**config.mk**
```make
export PLATFORM = sky130hd
export DESIGN_NAME = rs_link_controller
export DESIGN_NICKNAME = d
export VERILOG_FILES = /design/src/rtl/rs_link_controller.sv
export SDC_FILE = /design/constraint.sdc
export NUM_CORES = 1
export LEC_CHECK = 0
export ABC_CLOCK_PERIOD_IN_PS = 5800
export BUFFER_PORTS_ARGS = -buffer_cell sky130_fd_sc_hd__buf_2
export CORE_MARGIN = 2
export CORE_UTILIZATION = 40
export CTS_BUF_LIST = sky130_fd_sc_hd__clkbuf_16
export CTS_CLUSTER_DIAMETER = 100
export DETAILED_ROUTE_END_ITERATION = 16
export PLACE_DENSITY_LB_ADDON = 0.3
export SYNTH_ARGS = -nofsm -noshare
export SYNTH_HDL_FRONTEND = slang
export SYNTH_SLANG_ARGS = --single-unit
export TNS_END_PERCENT = 1
```
**constraint.sdc**
```tcl
create_clock -name clk -period 5.8 [get_ports clk]
set_input_delay 0.29 -clock clk [delete_from_list [all_inputs] [get_ports clk]]
set_output_delay 0.29 -clock clk [all_outputs]
set_load 0.01 [all_outputs]
```
**src/rtl/rs_link_controller.sv**
```systemverilog
// Loopback sequencer for an RS(15,9) GF(16) encoder/decoder pair with timeout and statistics.
// Optional channel error injection is built when RS_ERR_INJECT_EN is defined.
module rs_link_controller #(
  parameter int unsigned SETTLE  = 2,
  parameter int unsigned TIMEOUT = 1024,
  parameter int unsigned CNT_W   = 16
) (
  input  logic             clk,
  input  logic             rst,
  input  logic [35:0]      msg_in,
  input  logic             msg_valid,
  output logic             msg_ready,
  input  logic [59:0]      err_mask,
  output logic [35:0]      message,
  output logic             encodeMessage,
  input  logic             encoderBusy,
  input  logic [59:0]      encodedMessage,
  output logic [59:0]      recievedWordIn,
  output logic             decodeMessage,
  input  logic             decoderBusy,
  input  logic [35:0]      messageRecieved,
  output logic [35:0]      out_msg,
  output logic             out_valid,
  input  logic             out_ready,
  output logic             out_mismatch,
  output logic             out_timeout,
  output logic [CNT_W-1:0] frame_cnt,
  output logic [CNT_W-1:0] err_cnt
);

  localparam int unsigned CntW = $clog2(TIMEOUT + 1);
  localparam logic [CntW-1:0] SettleC  = CntW'(SETTLE);
  localparam logic [CntW-1:0] TimeoutC = CntW'(TIMEOUT);

  typedef enum logic [2:0] {
    StIdle,
    StEncStart,
    StEncWait,
    StDecStart,
    StDecWait,
    StOut
  } state_e;

  state_e          state;
  logic [CntW-1:0] cnt;
  logic [CntW-1:0] cnt_inc;
  logic [59:0]     rx_word;
  logic            settle_done;
  logic            timeout_hit;
  logic            enc_go;
  logic            enc_done;
  logic            dec_go;
  logic            dec_done;
  logic            in_xfer;
  logic            abort;

`ifdef RS_ERR_INJECT_EN
  logic [59:0] mask;

  always_ff @(posedge clk or posedge rst) begin
    if (rst) begin
      mask <= '0;
    end else if (state == StIdle && msg_valid && msg_ready) begin
      mask <= err_mask;
    end
  end

  assign rx_word = encodedMessage ^ mask;
`else
  logic unused_err_mask;

  assign unused_err_mask = ^err_mask;
  assign rx_word         = encodedMessage;
`endif

  // Settle and timeout are judged on the count this cycle will reach, not the stored one.
  assign cnt_inc     = cnt + 1'b1;
  assign settle_done = (cnt_inc >= SettleC);
  assign timeout_hit = (cnt_inc == TimeoutC);

  assign enc_go   = (state == StEncStart) && !encoderBusy;
  assign enc_done = (state == StEncWait) && settle_done && !encoderBusy;
  assign dec_go   = (state == StDecStart) && !decoderBusy;
  assign dec_done = (state == StDecWait) && settle_done && !decoderBusy;
  assign in_xfer  = state inside {StEncStart, StEncWait, StDecStart, StDecWait};
  // A codec finishing on the last allowed cycle still wins over the timeout.
  assign abort    = in_xfer && timeout_hit && !(enc_go || enc_done || dec_go || dec_done);

  always_ff @(posedge clk or posedge rst) begin
    if (rst) begin
      state          <= StIdle;
      cnt            <= '0;
      msg_ready      <= 1'b1;
      message        <= '0;
      encodeMessage  <= 1'b0;
      recievedWordIn <= '0;
      decodeMessage  <= 1'b0;
      out_msg        <= '0;
      out_valid      <= 1'b0;
      out_mismatch   <= 1'b0;
      out_timeout    <= 1'b0;
      frame_cnt      <= '0;
      err_cnt        <= '0;
    end else if (abort) begin
      state        <= StOut;
      cnt          <= '0;
      out_msg      <= '0;
      out_timeout  <= 1'b1;
      out_mismatch <= 1'b0;
      out_valid    <= 1'b1;
    end else begin
      unique case (state)
        StIdle: begin
          cnt <= '0;
          if (msg_valid && msg_ready) begin
            message   <= msg_in;
            msg_ready <= 1'b0;
            state     <= StEncStart;
          end
        end
        StEncStart: begin
          if (enc_go) begin
            encodeMessage <= ~encodeMessage;
            cnt           <= '0;
            state         <= StEncWait;
          end else begin
            cnt <= cnt_inc;
          end
        end
        StEncWait: begin
          if (enc_done) begin
            recievedWordIn <= rx_word;
            cnt            <= '0;
            state          <= StDecStart;
          end else begin
            cnt <= cnt_inc;
          end
        end
        StDecStart: begin
          if (dec_go) begin
            decodeMessage <= ~decodeMessage;
            cnt           <= '0;
            state         <= StDecWait;
          end else begin
            cnt <= cnt_inc;
          end
        end
        StDecWait: begin
          if (dec_done) begin
            out_msg      <= messageRecieved;
            out_mismatch <= (messageRecieved != message);
            out_timeout  <= 1'b0;
            out_valid    <= 1'b1;
            cnt          <= '0;
            state        <= StOut;
          end else begin
            cnt <= cnt_inc;
          end
        end
        StOut: begin
          cnt <= '0;
          if (out_ready) begin
            out_valid <= 1'b0;
            msg_ready <= 1'b1;
            state     <= StIdle;
            if (!(&frame_cnt)) begin
              frame_cnt <= frame_cnt + 1'b1;
            end
            if ((out_mismatch || out_timeout) && !(&err_cnt)) begin
              err_cnt <= err_cnt + 1'b1;
            end
          end
        end
        default: begin
          cnt   <= '0;
          state <= StIdle;
        end
      endcase
    end
  end

endmodule

```
# [Word-level counts from Yosys, hierarchy flattened]
# Index checks and enable logic that the tools add are counted.
[word_totals] regBits=184 latch_bits=0 ramBits=0 mem_bits_ro=0 in_bits=198 n_memories=0
[classes] add_sub_neg=3 mul=0 div_mod_pow=0 n_lt_le_gt_ge=1 eq_ne=15 n_shift=0 mux=30 bitwise=4 reduce_logical=36
[ops] op="$mux 36" count=3
[ops] op="$mux 11" count=5
[ops] op="$pmux 11 s4" count=1
[ops] op="$ne 36x36->1" count=1
[ops] op="$add 16x1->16 const B" count=2
[ops] op="$reduce_and 16->1" count=2
[ops] op="$mux 3" count=7
[ops] op="$ne 3x3->1 const B" count=6
[ops] op="$pmux 3 s6" count=1
[ops] op="$reduce_and 3->1" count=5
[ops] op="$reduce_and 4->1" count=3
[ops] op="$add 11x1->11 const B" count=1
[ops] op="$eq 11x11->1 const B" count=1
[ops] op="$ge 11x2->1 const B" count=1
[ops] op="$mux 1" count=11
[ops] op="$logic_and 1x1->1" count=10
[ops] op="$eq 3x2->1 const B" count=2
[ops] op="$eq 3x3->1 const B" count=2
[ops] op="$reduce_and 6->1" count=1
[ops] op="$reduce_bool 2->1" count=3
[ops] op="$logic_not 1->1" count=4
[ops] op="$logic_or 1x1->1" count=4
[ops] op="$ne 2x2->1 const B" count=2
[ops] op="$not 1->1" count=4
[ops] op="6 further kinds" count=7

# [Logic depth before layout (Yosys ltp)]
# Gate-level depths: netlist (run 1).
[depth] ltp_word=11 mapped_depth=9 mapped_depth_nobuf=7

# [Worst setup path after synthesis (run 1)]
# OpenSTA, ideal clock, no wires.
[synth_timing] kind="register to register" from="reg cnt[0]" to="reg recievedWordIn[0]" setup_time_ns=0.125 arrival_time_ns=2.461 required_time_ns=5.675 path_slack_ns=3.215 path_stages_with_launch=9 n_path_buf=1 cell_sequence="dfrtp_1 -> ha_1 -> or2_0 -> a2111oi_0 -> o211a_1 -> nand2_1 -> o2111ai_4 -> buf_6 -> mux2_2"
[synth_between] elab_chain_len=11 elab_cells_between_ends=15
[synth_rtl] item="from (decl)" line_no="45" rtl="logic [CntW-1:0] cnt;"
[synth_rtl] item="from (signal assigned)" line_no="127" rtl="cnt <= cnt_inc;"
[synth_rtl] item="from (signal assigned)" line_no="136" rtl="cnt <= cnt_inc;"
[synth_rtl] item="from (signal assigned)" line_no="145" rtl="cnt <= cnt_inc;"
[synth_rtl] item="$add 11x1->11 *" line_no="77" rtl="assign cnt_inc = cnt + 1'b1;"
[synth_rtl] item="$ge 11x2->1" line_no="78" rtl="assign settle_done = (cnt_inc >= SettleC);"
[synth_rtl] item="$logic_and 1x1->1 (2 in a row)" line_no="82" rtl="assign enc_done = (state == StEncWait) && settle_done && !encoderBusy;"
[synth_rtl] item="$logic_or 1x1->1 (3 in a row)" line_no="87" rtl="assign abort = in_xfer && timeout_hit && !(enc_go || enc_done || dec_go || dec_done);"
[synth_rtl] item="$logic_not 1->1" line_no="87"
[synth_rtl] item="$logic_and 1x1->1" line_no="87"
[synth_rtl] item="$not 1->1 (no line)"
[synth_rtl] item="$reduce_and 3->1 (no line) *"
[synth_rtl] item="to (signal assigned)" line_no="132" rtl="recievedWordIn <= rx_word;"
[synth_rtl] item="to (decl)" line_no="18" rtl="output logic [59:0] recievedWordIn,"
# Every way passes the cells marked *; elsewhere a longest branch is shown, timed or not.
# A chain may end at the register's enable or synchronous reset.

# [Worst setup path in the final report (run 1)]
[layout_timing] from="reg cnt[0]" to="reg recievedWordIn[33]"
# Same word-level chain as after synthesis.

==> implementation parameters, run 1 <==
Parameter                              Value

Outcome
  Status ... finished, final reports clean

Timing
  Worst-Margin Slew ... 0.8721 ns
  Top achievable clock speed ... 264.8 MHz
  Final period utilization ... 65.11%
  Final hold viol count ... 0
  Final setup violating endpoints ... 0
  Post-route minimum period ... about 3.8 ns
  Clock skew ... 0.01635 ns
  Unrepaired setup endpoints after global routing ... false
  Final Slew Violations ... 0
  Setup TNS ... 0 ns
  Worst relative slew slack ... 41.86%

Global route
  Met3 Usage GRT ... 5.486%
  GRT overflow ... 0
  Met2 Resource Use GR ... 33.49%
  Vias in the first global route ... 6325
  Maximum number of pins on one net before global-route repair ... 118
  Routing layer with the top usage in global route ... met2
  Aggregate global-route resource usage ... between 10% and 20%
  Wire length of the first global-routing pass ... 33140 µm
  Initial antenna violation count ... 0
  Met1 Usage GRT ... 23.43%

Die
  Number of top-level design ports ... 368
  Core footprint ... a little under 20000 µm²
  Starting density of the core ... just over 40%
  Die Footprint ... 21280 µm²
  Row count ... 51
  Vertical extent of the die ... ~150 µm
  Horizontal extent of the die ... 145.9 µm

Logic synthesis
  Post-synthesis cell type with the largest combined area ... dfrtp_1
  Register area share after synthesis ... 57.19%
  Warnings, synthesis ... 0
  Synthesized cell area ... roughly 8100 µm²
  Synth Register Bits ... 184
  Share of synthesized registers carrying an async set or reset ... between 90% and 100%
  Count of distinct cell types in the synthesized netlist ... 55
  Number of nets produced by synthesis ... 875
  Dominant cells by area after synthesis ... dfrtp_1, mux2_2, xnor2_1
  Synthesized netlist cell count ... 672
  Primary FF master, synth ... dfrtp_1
  Area share of the leading cell type in the synthesized netlist ... between 50% and 60%
  Average instance area after synthesis ... between 10 and 15 µm²
  Post-synth EDFFs ... 0

Detailed routing
  Vias per cell ... slightly below 5
  Average detailed-routed wire length per instance ... around 16 µm
  Via total after detailed routing ... 6103
  Drt first pass iters ... 6
  Post-route DRC violation count ... 0
  Count of antenna-violating nets left after detailed routing ... 0
  DRT Wirelength ... between 20000 and 25000 µm
  DRC marker count from the first detailed-route iteration ... ~250

Critical path
  Arrival time of data at the critical path endpoint ... 4.08 ns
  Endpoint kind of the worst setup timing path ... flip-flop
  Critical path peak fanout ... 38
  Critical Path Source Type ... flip-flop
  Startpoint-to-endpoint class of the critical path ... reg2reg
  Required time at the worst-slack endpoint ... 6.11 ns

Final layout
  Total Nets Final ... ~1200
  Core Util, Final ... 52.99%
  Filler cells ... about 1800
  Leading cell type in the layout, fill and taps excluded ... buf_2
  Non-filler instance count after layout ... 1251
  Commonest non-fill, non-tap cells in the layout ... buf_2, dfrtp_1, nand2_1
  Fraction of final layout cells with drive strength greater than 1 ... 44.93%
  Layout overhead on the synthesized area ... 28.90%
  Diodes inserted ... 0

Clocking
  Number of clock sinks ... 184
  TritonCTS clock tree ... built
  Insertion delay of the later-clocked pin in the worst-skew pair ... 0.42 ns
  Clock Tree Root ... clkbuf_16
  Buffer levels on the longest clock path ... 2
  Count of hold-fix buffers inserted at cts ... 0
  CTS resizes ... 0
  Number of CTS-inserted buffers ... 17
  CTS clock-pin slew for the worst setup and hold paths ... 0.08 ns
  Total setup buffers inserted after CTS ... 0
  CTS H-tree lvls ... 4

Power and ir drop
  Worst supply voltage drop on vdd ... 0.2514 mV
  Power density normalized to cell area ... 468.1 nW/µm²
  Leak Pwr ... approximately 0.0054 µW

Flow run
  Number of violations of the max-capacitance limit ... 0

Placed design
  Number of placed instances with taps included ... 1219
  Input/output buffers ... 307
  Placer's final routability congestion estimate ... 0.7938
  HPWL Detailed ... 15030 µm

Min path
  Hold WC Path Type ... in2async
state kept, by name, summed over array words and instances (netlist names):
| signal | cells |
|---|---|
| message | 36 |
| encodeMessage | 1 |
| err_cnt | 16 |
| decodeMessage | 1 |
| out_timeout | 1 |
| cnt | 11 |
| recievedWordIn | 60 |
| frame_cnt | 16 |
| state | 3 |
| out_msg | 36 |
| msg_ready | 1 |
| out_mismatch | 1 |
| out_valid | 1 |
report_power, final:
group,switching (µW),total [µW],internal [µW]
clock,539,1110,567
combinational,843,1630,791
sequential,348,2120,1770
total,1730,4860,3130
routing by layer:
layer / vias up / part of all wire [%] / routed length, µm
met5: - / 0 / 0
met2: 187 / 51 / 10410
met3: 32 / 6.4 / 1295
met1: 2967 / 40 / 8088
li1: 2917 / - / -
met4: 0 / 2.6 / 526
stage by stage:
| step | cell area (µm²) | setup WS [ns] | total power [µW] | hold slack (ns) |
|---|---|---|---|---|
| after CTS | 10380 | 2.025 | 4932 | 0.04856 |
| after global routing | 10380 | 1.731 | 5177 | 0.05301 |
| after floorplan | 8053 | 0.5113 | 3011 | 0.4068 |
| after global placement | 9818 | 2.088 | 3760 | 0.4563 |
| final | 10380 | 2.024 | 4859 | 0.01773 |
| after detailed placement | 9818 | 2.023 | 3806 | 0.4603 |
final timing paths:
kind / slack, ns / depth (start not counted) / end / from
max: 2.02 / 8 / recievedWordIn[33] / cnt[0]
min: 0.02 / 2 / message[6] / rst
max reg2reg: 2.02 / 8 / recievedWordIn[33] / cnt[0]
min reg2reg: 0.47 / 1 / encodeMessage / encodeMessage
max in group asynchronous: 4.32 / 3 / out_msg[5] / rst
min in group clk: 0.07 / 2 / recievedWordIn[11] / encodedMessage[11]
kinds of logic (layout without fill, tap and decap cells):
kind of cell / Yosys count / in the layout / share of synthesized area, %
AND/OR/NAND/NOR: 196 / 196 / 11.67
flip-flops: 184 / 184 / 57.19
AO/OA/AOI/OAI: 71 / 71 / 5.531
buffers and inverters: 40 / 354 / 2.610
XOR/XNOR: 76 / 76 / 8.266
multiplexers: 100 / 100 / 13.95
adder cells (fa/ha/maj): 5 / 5 / 0.7769
area by class of cell:
cell class              count  area, µm²  share of cell area [%]
well taps                 265      331.6                   3.194
inverters                  10      45.04                  0.4339
multi-input cells         448       3262                   31.42
clock buffers              17      425.4                   4.098
repair buffers            312       1574                   15.16
clock inverters            15      136.4                   1.314
flip-flops and latches    184       4606                   44.37
critical path, stage by stage (launching register included):
cell       delay, ns
dfrtp_1         0.45
ha_1            0.31
or2_0           0.23
a2111oi_0       0.50
o211a_1         0.36
nand2_1         0.14
o2111ai_4       0.71
buf_4           0.55
mux2_2          0.40
synthesized netlist by cell type, drive strengths merged, types with 3 or more instances:
master	number
dfrtp	183
and4	4
nor2	26
buf	14
inv	10
xor2	28
mux2	98
nand4	17
nand3b	3
nor4	7
ha	5
xnor2	48
nor3	9
nand3	12
o21ai	42
clkbuf	16
nand2	97
and3	8
a21oi	9
(Power assumes the default switching activity.)
==> run 2, diff against run 1 <==
Settings changed: ABC_CLOCK_PERIOD_IN_PS 5800 to 3650.
Clock period 5.8 ns to 3.65 ns, I/O delays scaled along.
==> implementation parameters, run 2 (synthesized netlist as in run 1, its figures left out) <==
Parameter                              Value

Detailed routing
  Post-route DRC violation count ... 0 (unchanged)
  Via total after detailed routing ... 6724 (was 6103)
  DRT Wirelength ... 23440 µm (was 20320 µm)
  Vias per cell ... 4.894 (was 4.878)
  DRC marker count from the first detailed-route iteration ... 302 (was 245)
  Drt first pass iters ... 4 (was 6)
  Average detailed-routed wire length per instance ... 17.06 µm (was 16.24 µm)
  Count of antenna-violating nets left after detailed routing ... 0 (unchanged)

Final layout
  Top flop regs ... recievedWordIn: 60 flops, message: 36 flops, out_msg: 36 flops (unchanged)
  Max reg flops ... 60 (unchanged)
  Total Nets Final ... 1297 (was 1176)
  Largest reg by FF count ... recievedWordIn (unchanged)
  Commonest non-fill, non-tap cells in the layout ... buf_2, dfrtp_1, dlygate4sd3_1 (was buf_2, dfrtp_1, nand2_1)
  Layout overhead on the synthesized area ... 44.69% (was 28.90%)
  Fraction of final layout cells with drive strength greater than 1 ... 40.20% (was 44.93%)
  Leading cell type in the layout, fill and taps excluded ... buf_2 (unchanged)

Clocking
  CTS clock-pin slew for the worst setup and hold paths ... 0.08 ns (about the same)
  TritonCTS clock tree ... built (unchanged)
  Number of CTS-inserted buffers ... 17 (unchanged)
  Buffer levels on the longest clock path ... 2 (unchanged)
  Clock Tree Root ... clkbuf_16 (unchanged)
  Insertion delay of the later-clocked pin in the worst-skew pair ... 0.43 ns (was 0.42 ns)
  CTS H-tree lvls ... 4 (unchanged)
  Number of clock sinks ... 184 (unchanged)

Die
  Row count ... 51 (unchanged)
  Number of top-level design ports ... 368 (unchanged)
  Horizontal extent of the die ... 145.9 µm (unchanged)
  Die Footprint ... 21280 µm² (unchanged)
  Vertical extent of the die ... 145.9 µm (unchanged)
  Starting density of the core ... 41.11% (unchanged)
  Core footprint ... 19590 µm² (unchanged)

Timing
  Worst-Margin Slew ... 0.7191 ns (was 0.8721 ns)
  Setup TNS ... 0 ns (unchanged)
  Smallest hold slack ... -0.04181 ns (was 0.01773 ns)
  Worst relative slew slack ... 51.77% (was 41.86%)
  Final period utilization ... 85.60% (was 65.11%)
  Clock skew ... 0.01115 ns (was 0.01635 ns)
  Unrepaired setup endpoints after global routing ... false (unchanged)
  Final hold viol count ... 31 (was 0)
  Final setup violating endpoints ... 0 (unchanged)
  Top achievable clock speed ... 320.1 MHz (was 264.8 MHz)
  Post-route minimum period ... 3.124 ns (was 3.776 ns)
  Final Slew Violations ... 0 (unchanged)

Placed design
  HPWL Detailed ... 15540 µm (was 15030 µm)
  Input/output buffers ... 307 (unchanged)
  Placer's final routability congestion estimate ... 0.8143 (was 0.7938)

Critical path
  CP peak stage delay ... 0.49 ns (was 0.71 ns)
  Critical Path End ... recievedWordIn[33] (unchanged)
  Critical Path Source Type ... flip-flop (unchanged)
  Startpoint-to-endpoint class of the critical path ... reg2reg (unchanged)
  Critical Path Source ... cnt[0] (unchanged)
  Reg-to-Reg End ... recievedWordIn[33] (unchanged)
  Arrival time of data at the critical path endpoint ... 3.44 ns (was 4.08 ns)
  R2R cell count ... 8 (unchanged)
  Slack of the worst reg-to-reg path ... 0.53 ns (was 2.02 ns)
  Startpoint of the most critical register-to-register path ... cnt[0] (unchanged)
  Cells traversed along the worst timing path ... ha_1, or2_0, a2111oi_0, o211a_1, nand2_1, o2111ai_4, buf_12, mux2_2 (was ha_1, or2_0, a2111oi_0, o211a_1, nand2_1, o2111ai_4, buf_4, mux2_2)
  Required time at the worst-slack endpoint ... 3.96 ns (was 6.11 ns)
  Worst path buffer plus inverter count ... 1 (unchanged)
  Critical path depth in cells ... 8 (unchanged)
  Critical path's top delay family ... compound AO/OA/AOI/OAI gates (unchanged)
  Endpoint kind of the worst setup timing path ... flip-flop (unchanged)
  Critical path peak fanout ... 60 (was 38)
  Critical-path cell with the highest stage delay ... a2111oi_0 (was o2111ai_4)

Global route
  Initial antenna violation count ... 1 (was 0)
  Wire length of the first global-routing pass ... 37400 µm (was 33140 µm)
  GRT overflow ... 0 (unchanged)
  Vias in the first global route ... 7113 (was 6325)
  Maximum number of pins on one net before global-route repair ... 131 (was 118)
  Aggregate global-route resource usage ... 22.07% (was 19.61%)

Power and ir drop
  Total power after layout ... 8011 µW (was 4859 µW)
  Worst supply voltage drop on vdd ... 0.3905 mV (was 0.2514 mV)
  Power density normalized to cell area ... 687.6 nW/µm² (was 468.1 nW/µm²)
  Leak Pwr ... 0.005934 µW (was 0.005416 µW)

Min path
  Hold WC Path Type ... in2async (unchanged)

Flow run
  Number of violations of the max-capacitance limit ... 0 (unchanged)

Outcome
  Failing checks ... hold timing
  Status ... finished with violations (was finished, final reports clean)
-- run 2: cell types whose count changed in the layout (fill, tap and decap cells not counted), moves of 2 or more --
cell and change:
dlygate4sd3_1 +120, buf_12 +3, clkinvlp_4 +3, buf_4 -2
diode_2 +2
-- run 2: routing by layer --
layer	track usage, %	vias to the layer above	share of wire [%]	routed length (µm)
met4	9.559	0	3.4	790
met3	5.893	53	6.4	1495
li1	-	3166	-	-
met1	25.89	3268	40	9326
met5	0	-	0	0
met2	38.11	237	50	11830
-- run 2: worst min-delay path by stage --
stage / start / to / depth (start not counted)
floorplan: messageRecieved[10] / out_msg[10] / 2
global placement: encodedMessage[2] / recievedWordIn[2] / 2
detailed placement: encodedMessage[51] / recievedWordIn[51] / 2
CTS: messageRecieved[7] / out_msg[7] / 3
global route: messageRecieved[7] / out_msg[7] / 3
finish: rst / out_msg[33] / 3
-- run 2: what timing repair did --
item                      in CTS  in global routing
buffers inserted               0                  0
hold endpoints to repair     120                  0
resized for setup              0                  0
hold buffers                 120                  0
-- run 2: area by class of cell --
| cell class | instances | area [µm²] |
|---|---|---|
| Timing Repair Buffer | 433 | 2820 |
| Clock inverter | 15 | 160.2 |
| Fill cell | 1600 | 7939 |
| Tap cell | 265 | 331.6 |
| Antenna cell | 2 | 5.005 |
| Clock buffer | 17 | 425.4 |
| Sequential cell | 184 | 4606 |
| Inverter | 10 | 41.29 |
| Multi-Input combinational cell | 448 | 3262 |
-- run 2: per-stage QoR --
step	cell area (µm²)	cells	util, %	setup slack, ns	hold WS [ns]
floorplan	8056	672	-	1.065	0.2993
global placement	9859	1220	50.33	0.6222	0.3949
detailed placement	9859	1220	50.33	0.5833	0.4013
CTS	11650	1372	59.45	0.5407	0.0001025
global route	11650	1372	59.45	0.2295	0.01400
finish	11650	1374	59.48	0.5256	-0.04181
-- run 2: where the power goes --
group | switching [µW] | internal [µW] | total [µW]
logic | 1420 | 1350 | 2770
clock network | 876 | 970 | 1850
registers | 579 | 2810 | 3390
-- run 2: worst register-to-register path: cells and delay by family, from the launching register on --
family                     cells  cell delay (ns)
adders and majority gates      1             0.31
DFF                            1             0.47
muxes                          1             0.48
buffers and inverters          1             0.30
AOI/OAI and AO/OA              3             1.08
and+or+nand+nor                2             0.38
